<file path="config.mk">
export PLATFORM = sky130hd
export DESIGN_NAME = cp0_exc_ctrl_flat
export DESIGN_NICKNAME = d
export VERILOG_FILES = /design/src/rtl/cp0_exc_ctrl_if.sv /design/src/rtl/cp0_exc_ctrl.sv /design/src/flat_wrapper.sv
export SDC_FILE = /design/constraint.sdc
export NUM_CORES = 1
export LEC_CHECK = 0
export ABC_AREA = 1
export CAP_MARGIN = 10
export CORE_MARGIN = 10
export CORE_UTILIZATION = 37
export CTS_CLUSTER_SIZE = 12
export DETAILED_ROUTE_END_ITERATION = 7
export GPL_TIMING_DRIVEN = 0
export PLACE_DENSITY_LB_ADDON = 0.2
export SLEW_MARGIN = 10
export SYNTH_ARGS = -nofsm -noshare
export SYNTH_HDL_FRONTEND = slang
export SYNTH_SLANG_ARGS = --single-unit
export TNS_END_PERCENT = 5
</file>
<file path="constraint.sdc">
create_clock -name clk -period 1.2 [get_ports clk]
set_clock_uncertainty 0.15 [all_clocks]
set_input_delay 0.18 -clock clk [delete_from_list [all_inputs] [get_ports clk]]
set_output_delay 0.18 -clock clk [all_outputs]
set_load 0.03 [all_outputs]
</file>
<file path="src/rtl/cp0_exc_ctrl_if.sv">
// rtl/cp0_exc_ctrl_if.sv - pipeline/CP0 signal bundle for the exception controller
//
// Purpose: groups every signal of cp0_exc_ctrl except clk/rst_n.
// Modports:
//   master - pipeline/CP0 side: drives status, interrupt, commit and ack inputs,
//            receives int_req, exception, exc_code, eret_flush, cause_ip_hw.
//   slave  - the exception controller itself.
// Optional timer signals (count_we, compare_we, cp0_wdata, count) exist only
// when CP0_TIMER_INT_EN is defined.
interface cp0_exc_ctrl_if;
  logic        status_ie;
  logic        status_exl;
  logic [7:0]  status_im;
  logic [1:0]  cause_ip_sw;
  logic [5:0]  hw_int;
  logic        wb_exc_valid;
  logic [4:0]  wb_exc_code;
  logic        wb_eret;
  logic        exc_ack;
  logic        int_req;
  logic        exception;
  logic [4:0]  exc_code;
  logic        eret_flush;
  logic [5:0]  cause_ip_hw;
`ifdef CP0_TIMER_INT_EN
  logic        count_we;
  logic        compare_we;
  logic [31:0] cp0_wdata;
  logic [31:0] count;
`endif

  modport master (
`ifdef CP0_TIMER_INT_EN
    output count_we, compare_we, cp0_wdata, input count,
`endif
    output status_ie, status_exl, status_im, cause_ip_sw, hw_int,
    output wb_exc_valid, wb_exc_code, wb_eret, exc_ack,
    input  int_req, exception, exc_code, eret_flush, cause_ip_hw
  );

  modport slave (
`ifdef CP0_TIMER_INT_EN
    input count_we, compare_we, cp0_wdata, output count,
`endif
    input  status_ie, status_exl, status_im, cause_ip_sw, hw_int,
    input  wb_exc_valid, wb_exc_code, wb_eret, exc_ack,
    output int_req, exception, exc_code, eret_flush, cause_ip_hw
  );
endinterface

</file>
<file path="src/rtl/cp0_exc_ctrl.sv">
// rtl/cp0_exc_ctrl.sv - CP0 exception/interrupt entry sequencer
//
// Purpose: synchronizes external interrupt lines, evaluates the pending
// interrupt condition, and sequences exception entry / ERET pulses to CP0.
// Ports:
//   clk   - rising-edge clock
//   rst_n - asynchronous active-low reset
//   bus   - cp0_exc_ctrl_if.slave: status/cause inputs, hw_int, commit-stage
//           exception/ERET, exc_ack; outputs int_req, exception, exc_code,
//           eret_flush, cause_ip_hw.
// Optional feature macro: CP0_TIMER_INT_EN adds Count/Compare and a timer
// interrupt ORed into cause_ip_hw[5].
module cp0_exc_ctrl (
  input logic           clk,
  input logic           rst_n,
  cp0_exc_ctrl_if.slave bus
);

  typedef enum logic [2:0] {
    S_IDLE  = 3'd0,
    S_REQ   = 3'd1,
    S_FLUSH = 3'd2,
    S_HOLD  = 3'd3,
    S_ERET  = 3'd4
  } state_t;

  state_t     r_state;
  state_t     w_next;
  logic [4:0] w_next_code;
  logic [5:0] r_sync1;
  logic [5:0] r_sync2;
  logic [5:0] w_cause_ip_hw;
  logic       w_int_pending;
  logic       r_int_req;
  logic       r_exception;
  logic [4:0] r_exc_code;
  logic       r_eret_flush;

  // Two-flop synchronizer for the asynchronous interrupt lines.
  always_ff @(posedge clk or negedge rst_n) begin
    if (!rst_n) begin
      r_sync1 <= 6'h00;
      r_sync2 <= 6'h00;
    end else begin
      r_sync1 <= bus.hw_int;
      r_sync2 <= r_sync1;
    end
  end

`ifdef CP0_TIMER_INT_EN
  logic [31:0] r_count;
  logic [31:0] r_compare;
  logic        r_timer_int;
  logic        r_half;

  // Count advances on every second clock; a software write overrides it.
  always_ff @(posedge clk or negedge rst_n) begin
    if (!rst_n) begin
      r_count     <= 32'h0;
      r_compare   <= 32'h0;
      r_timer_int <= 1'b0;
      r_half      <= 1'b0;
    end else begin
      r_half <= ~r_half;
      if (bus.count_we) begin
        r_count <= bus.cp0_wdata;
      end else if (r_half) begin
        r_count <= r_count + 32'd1;
      end
      if (bus.compare_we) begin
        r_compare <= bus.cp0_wdata;
      end
      // Writing Compare acknowledges the timer interrupt.
      if (bus.compare_we) begin
        r_timer_int <= 1'b0;
      end else if (r_count == r_compare) begin
        r_timer_int <= 1'b1;
      end
    end
  end

  assign bus.count     = r_count;
  assign w_cause_ip_hw = {r_sync2[5] | r_timer_int, r_sync2[4:0]};
`else
  assign w_cause_ip_hw = r_sync2;
`endif

  assign bus.cause_ip_hw = w_cause_ip_hw;
  assign w_int_pending   = bus.status_ie & ~bus.status_exl &
                           (|({w_cause_ip_hw, bus.cause_ip_sw} & bus.status_im));

  always_ff @(posedge clk or negedge rst_n) begin
    if (!rst_n) begin
      r_state <= S_IDLE;
    end else begin
      r_state <= w_next;
    end
  end

  // Synchronous exceptions outrank ERET and interrupts; HOLD blocks all new
  // entries until software has raised EXL.
  always_comb begin
    w_next      = r_state;
    w_next_code = 5'h00;
    case (r_state)
      S_IDLE: begin
        if (bus.wb_exc_valid) begin
          w_next      = S_FLUSH;
          w_next_code = bus.wb_exc_code;
        end else if (bus.wb_eret) begin
          w_next = S_ERET;
        end else if (w_int_pending) begin
          w_next = S_REQ;
        end
      end
      S_REQ: begin
        if (bus.wb_exc_valid) begin
          w_next      = S_FLUSH;
          w_next_code = bus.wb_exc_code;
        end else if (bus.exc_ack) begin
          w_next = S_FLUSH;
        end else if (!w_int_pending) begin
          w_next = S_IDLE;
        end
      end
      S_FLUSH: w_next = S_HOLD;
      S_HOLD:  if (bus.status_exl) w_next = S_IDLE;
      S_ERET:  w_next = S_IDLE;
      default: w_next = S_IDLE;
    endcase
  end

  // Outputs are registered from the next state so they align with r_state.
  always_ff @(posedge clk or negedge rst_n) begin
    if (!rst_n) begin
      r_int_req    <= 1'b0;
      r_exception  <= 1'b0;
      r_exc_code   <= 5'h00;
      r_eret_flush <= 1'b0;
    end else begin
      r_int_req    <= (w_next == S_REQ);
      r_exception  <= (w_next == S_FLUSH);
      r_exc_code   <= (w_next == S_FLUSH) ? w_next_code : 5'h00;
      r_eret_flush <= (w_next == S_ERET);
    end
  end

  assign bus.int_req    = r_int_req;
  assign bus.exception  = r_exception;
  assign bus.exc_code   = r_exc_code;
  assign bus.eret_flush = r_eret_flush;

endmodule
</file>
<file path="src/flat_wrapper.sv">
// flat-port wrapper written by rule: the top's interface ports become plain ports
module cp0_exc_ctrl_flat 
  (clk, rst_n, bus_status_ie, bus_status_exl, bus_status_im, bus_cause_ip_sw, bus_hw_int, bus_wb_exc_valid, bus_wb_exc_code, bus_wb_eret, bus_exc_ack, bus_int_req, bus_exception, bus_exc_code, bus_eret_flush, bus_cause_ip_hw);
  cp0_exc_ctrl_if bus_i ();
  input logic clk;
  input logic rst_n;
  input wire logic [$bits(bus_i.status_ie)-1:0] bus_status_ie;
  input wire logic [$bits(bus_i.status_exl)-1:0] bus_status_exl;
  input wire logic [$bits(bus_i.status_im)-1:0] bus_status_im;
  input wire logic [$bits(bus_i.cause_ip_sw)-1:0] bus_cause_ip_sw;
  input wire logic [$bits(bus_i.hw_int)-1:0] bus_hw_int;
  input wire logic [$bits(bus_i.wb_exc_valid)-1:0] bus_wb_exc_valid;
  input wire logic [$bits(bus_i.wb_exc_code)-1:0] bus_wb_exc_code;
  input wire logic [$bits(bus_i.wb_eret)-1:0] bus_wb_eret;
  input wire logic [$bits(bus_i.exc_ack)-1:0] bus_exc_ack;
  output wire logic [$bits(bus_i.int_req)-1:0] bus_int_req;
  output wire logic [$bits(bus_i.exception)-1:0] bus_exception;
  output wire logic [$bits(bus_i.exc_code)-1:0] bus_exc_code;
  output wire logic [$bits(bus_i.eret_flush)-1:0] bus_eret_flush;
  output wire logic [$bits(bus_i.cause_ip_hw)-1:0] bus_cause_ip_hw;
  assign bus_i.status_ie = bus_status_ie;
  assign bus_i.status_exl = bus_status_exl;
  assign bus_i.status_im = bus_status_im;
  assign bus_i.cause_ip_sw = bus_cause_ip_sw;
  assign bus_i.hw_int = bus_hw_int;
  assign bus_i.wb_exc_valid = bus_wb_exc_valid;
  assign bus_i.wb_exc_code = bus_wb_exc_code;
  assign bus_i.wb_eret = bus_wb_eret;
  assign bus_i.exc_ack = bus_exc_ack;
  assign bus_int_req = bus_i.int_req;
  assign bus_exception = bus_i.exception;
  assign bus_exc_code = bus_i.exc_code;
  assign bus_eret_flush = bus_i.eret_flush;
  assign bus_cause_ip_hw = bus_i.cause_ip_hw;
  cp0_exc_ctrl u_core (.clk(clk), .rst_n(rst_n), .bus(bus_i));
endmodule
</file>
== Yosys cells after proc, flatten, opt, wreduce, memory -nomap -nowiden ==
Cells that the tools add are included.

* Logic and storage cells: 31
* Output and inout bits: 14
* Bits in registers: 23

* Bitwise gates (word level): 4
* Equal/unequal tests: 6
* Reductions and logical operators: 3
* Muxes and demuxes: 11

{| class="wikitable"
|+ Operator list
! kind !! count
|-
| two-way mux 3 bit || 7
|-
| two-way mux 5 bit || 3
|-
| one-hot mux 3 bit (4 select lines) || 1
|-
| == test 3 x 2 -> 1 bit, second input constant || 3
|-
| bitwise AND 8 bit || 1
|-
| OR reduction 8 bit || 1
|-
| == test 3 x 1 -> 1 bit, second input constant || 2
|-
| == test 3 bit, second input constant || 1
|-
| logical NOT 3 bit || 1
|-
| bitwise AND 1 bit || 2
|-
| OR reduction 2 bit || 1
|-
| inverter 1 bit || 1
|}

== Logic depth before layout (Yosys ltp) ==
Gate-level depths: netlist (run 1).

* Depth after elaboration: 9
* Depth in mapped cells: 6
* Gate-level depth less buffers: 6

== Least setup slack after synthesis (run 1) ==
OpenSTA, ideal clock, no wires.

* Path type: register to register
* From: register u_core.r_sync2[3] (netlist: u_core.bus.cause_ip_hw[3])
* To: register u_core.r_state[0]
* Arrival time: 886 ps
* Clock period less this slack: 1159 ps
* Setup time: 124 ps
* Slack: 41 ps
* Path buffers: 0
* Cell stages (with the launch flop): 7
* Cell sequence: dfrtp_1 -> nand2_1 -> nand2_1 -> nor2_1 -> nand2_1 -> nand2_1 -> o21bai_2

* Longest elaborated chain between the ends: 7
* Elaborated cells between the ends (all ways): 10
* Classes of those cells: mux (7); bitwise (2); reduce/logical (1)

{| class="wikitable"
|+ RTL lines
! element !! line !! source
|-
| start: declaration || cp0_exc_ctrl.sv:31 || <nowiki>logic [5:0] r_sync2;</nowiki>
|-
| start signal: assignment || cp0_exc_ctrl.sv:46 || <nowiki>r_sync2 <= r_sync1;</nowiki>
|-
| bitwise AND 8 bit (*) || cp0_exc_ctrl.sv:90 || <nowiki>(|({w_cause_ip_hw, bus.cause_ip_sw} & bus.status_im));</nowiki>
|-
| OR reduction 8 bit (*) || cp0_exc_ctrl.sv:90 ||
|-
| bitwise AND 1 bit (*) || cp0_exc_ctrl.sv:89 || <nowiki>assign w_int_pending = bus.status_ie & ~bus.status_exl &</nowiki>
|-
| two-way mux 3 bit, on equally long branches || cp0_exc_ctrl.sv:122, cp0_exc_ctrl.sv:112 ||
|-
| two-way mux 3 bit, on equally long branches || cp0_exc_ctrl.sv:120, cp0_exc_ctrl.sv:110 ||
|-
| two-way mux 3 bit, on equally long branches || cp0_exc_ctrl.sv:117, cp0_exc_ctrl.sv:107 ||
|-
| one-hot mux 3 bit (4 select lines) (*) || cp0_exc_ctrl.sv:105 || <nowiki>case (r_state)</nowiki>
|-
| via u_core.w_next[0] || cp0_exc_ctrl.sv:28 || <nowiki>state_t w_next;</nowiki>
|-
| end signal: assignment || cp0_exc_ctrl.sv:96 || <nowiki>r_state <= w_next;</nowiki>
|-
| end: declaration || cp0_exc_ctrl.sv:27 || <nowiki>state_t r_state;</nowiki>
|}

Mark *: on every way through the listed nets, which the timed path passes. The rest lies on a longest branch.

== Worst setup path after layout (run 1) ==
* From: register u_core.r_sync2[0] (netlist: u_core.bus.cause_ip_hw[0])
* To: output port bus_cause_ip_hw[0]

{| class="wikitable"
|+ RTL lines
! element !! line !! source
|-
| end: declaration || flat_wrapper.sv:20 || <nowiki>output wire logic [$bits(bus_i.cause_ip_hw)-1:0] bus_cause_ip_hw;</nowiki>
|}

No word-level cell between the ends.

==> results of run 1 <==
-- power groups by stage --
stage,registers (W),clock network (W),logic (W)
floorplan,0.00107,0,0.000218
global placement,0.000956,0,0.000590
detailed placement,0.000962,0,0.000596
CTS,0.000951,0.000362,0.000593
global route,0.000969,0.000406,0.000703
finish,0.000950,0.000346,0.000638
-- synth_stat cells (all sizes together) --
cell	n
dfrtp	23
inv	11
nand2	20
nand3	5
nor2	11
nor3	2
o211ai	1
o21bai	1
-- per-layer routing --
| metal | GRT usage | part of all wire |
|---|---|---|
| met5 | 0 | 0 |
| met4 | 0.0471 | 0.024 |
| met3 | 0.0535 | 0.13 |
| met2 | 0.154 | 0.49 |
| met1 | 0.0995 | 0.35 |
-- logic make-up after synthesis --
group / share of synthesized area
AND/OR/NAND/NOR: 0.212
flip-flops: 0.713
buffers and inverters: 0.0512
AO/OA/AOI/OAI: 0.0233
-- worst max-delay path by stage --
stage                         end  slack, ns  cells past startpoint                 startpoint
2_1_floorplan   u_core.r_state[0]       0.04                      6  u_core.bus.cause_ip_hw[3]
3_3_place_gp   u_core.bus.int_req      -0.35                      1                      rst_n
4_1_cts           bus_exc_code[4]      -0.11                      1     u_core.bus.exc_code[4]
5_1_grt        bus_cause_ip_hw[0]      -0.06                      1  u_core.bus.cause_ip_hw[0]
6_report       bus_cause_ip_hw[0]     -0.003                      1  u_core.bus.cause_ip_hw[0]
3_5_place_dp   u_core.bus.int_req      -0.38                      1                      rst_n
-- through the flow --
step                      TNS (ns)  hold slack [ns]  area (um2)
after floorplan                  0           -0.266         807
after global placement      -10.23            0.182        1250
after detailed placement    -11.07            0.186        1250
after CTS                   -0.438          0.00837        1280
after global routing        -0.575           0.0380        1290
final                     -0.00269          -0.0313        1290
-- what timing repair did --
action                                  4_1_cts  5_1_grt
pin swaps                                     0        2
resized for setup                            80       14
endpoints found under the setup margin       37       19
gates cloned                                  0        0
setup buffers                                 0        2
-- registers in the layout (all words and copies together), names as in the netlist --
name                    count
u_core.bus.cause_ip_hw      6
u_core.r_sync1              6
u_core.bus.exc_code         5
u_core.r_state              3
u_core.bus.eret_flush       1
u_core.bus.exception        1
u_core.bus.int_req          1
-- area by class of cell --
cell class	count	area (um2)
sequential	23	576
clock buffer	3	22.5
inverter	11	41.3
fill	182	732
tap	27	33.8
timing repair buffer	43	417
clock inverter	1	5.00
multi-input combinational	40	195
==> results.txt, run 1 <==
DRC: 0
Crit Path Category: flip-flop to output pin
ANT nets after route: 0
Slowest CP cell: dfrtp_1
Ports: 42
GRT overflow: 0
Synth Register Bits: 23
Worst Hold Class: primary input to asynchronous set/reset pin
Psw: 0.000629 W
RePlAce Congestion: 0.727
Area share of the largest cell type after synthesis: 0.713
Num CTS Buffers: 3
Initial core utilization: 0.399
Overall Power: 0.00193 W
Minimum clock period: 1.20 ns
Logic gate share of total power: 0.330
CP Max Fanout: 2
Clock tree buffer depth: 2
WL/cell: 13.1 um
Reg power frac: 0.491
Clock Pin Slew Worst Setup and Hold Paths: 0.12 ns
Die area: 4450 um2
Peak VDD IR: 0.990 mV
Final non-filler cell total: 148
H-tree depth: 1
R2R setup slack: 0.05 ns
Fraction of layout instances using a drive strength above 1: 0.223
Initial DRC Count: 4
Synth top area cells: dfrtp_1 71%, nand2_1 8.8%, inv_1 5.1%
Slew Limit Fails: 0
Synth Cell Area: 807 um2
Pin count of the biggest net entering global routing: 24
Die X: 66.7 um
Commonest non-fill, non-tap cell in the layout: clkdlybuf4s50_1
First-pass GRT wire length: 3.24 mm
Total GRT Usage: 0.0963
Reg2reg start: u_core.r_state[1]
Crit share post-route: 1.00
Largest delay share family, worst path: flip-flops
Sw Share: 0.325
Cts hold-fix bufs: 0
DRT Wirelength: 1.94 mm
Worst Reg2Reg Path Length in Cells: 5
Slew margin rel.: 0.363
Initial antenna violation count: 0
Worst path cell trace: buf_6
Worst slew pin tran: 0.955 ns
Status: finished with violations
Failing checks: hold timing, setup timing
Row count: 16
Reg2reg end: u_core.r_state[0]
RSZ-0062 raised after global routing: true
Clock Sink Count: 23
Die Ht: 66.7 um
Synth area leader: dfrtp_1
N_diodes: 0
Area Overhead vs Synth: 59.8%
Synth Net Count: 102
Crit. End Element: output pin
Clk pwr share: 0.179
Hold Slack: -0.0313 ns
Nets: 150
Sequential area share after synthesis: 0.713
Post-synthesis cell type count: 11
Power Density: 1500 nW/um2
Placed cells: 142
Internal power: 0.00130 W
Leak Pwr: 0.655 nW
YS warnings: 0
Total of max-cap violations: 0
CP arrival: 0.87 ns
CP bufs+invs: 1
TritonRoute pass-1 iters: 3
IO Port Bufs: 41
Number of global-route vias before repair: 660
Root Driver: clkbuf_4
HPWL after DPL: 1.51 mm
Fin. Hold Viols: 23
Pre-CTS setup slack: -0.380 ns
CTS tree: yes
Most frequent cells in the layout: 26 x clkdlybuf4s50_1, 23 x dfrtp_1, 17 x nand2_1
Fmax: 831 MHz
Avg Synthesized Cell Area: 10.9 um2
Post-Syn Instances: 74
Final core utilization: 0.638
Worst setup slack after layout: -0.00269 ns
Clk Latency, worst-skew pair: 0.31 ns
Setup-failing EPs final: 1
CP max stage delay: 0.42 ns
Worst EP required: 0.87 ns
Core Box Area: 2020 um2
Vias per cell: 4.26
Startpoint types: flip-flop
Vias: 630
Note: power is estimated with default switching activity, not from simulation.
==> run 2, diff against run 1 <==
--- a/config.mk
+++ b/config.mk
@@ -9,6 +9,7 @@
 export CAP_MARGIN = 10
 export CORE_MARGIN = 10
 export CORE_UTILIZATION = 37
+export CTS_CLUSTER_DIAMETER = 150
 export CTS_CLUSTER_SIZE = 12
 export DETAILED_ROUTE_END_ITERATION = 7
 export GPL_TIMING_DRIVEN = 0
==> results of run 2 <==
Final layout, timing and power as in run 1 (identical DEF).
==> run 3, diff against run 2 <==
--- a/config.mk
+++ b/config.mk
@@ -6,6 +6,7 @@
 export NUM_CORES = 1
 export LEC_CHECK = 0
 export ABC_AREA = 1
+export ABC_CLOCK_PERIOD_IN_PS = 1200
 export CAP_MARGIN = 10
 export CORE_MARGIN = 10
 export CORE_UTILIZATION = 37
@@ -14,6 +15,7 @@
 export DETAILED_ROUTE_END_ITERATION = 7
 export GPL_TIMING_DRIVEN = 0
 export PLACE_DENSITY_LB_ADDON = 0.2
+export REMOVE_ABC_BUFFERS = 1
 export SLEW_MARGIN = 10
 export SYNTH_ARGS = -nofsm -noshare
 export SYNTH_HDL_FRONTEND = slang
==> results of run 3 <==
Final layout, timing and power as in run 1 (identical DEF).
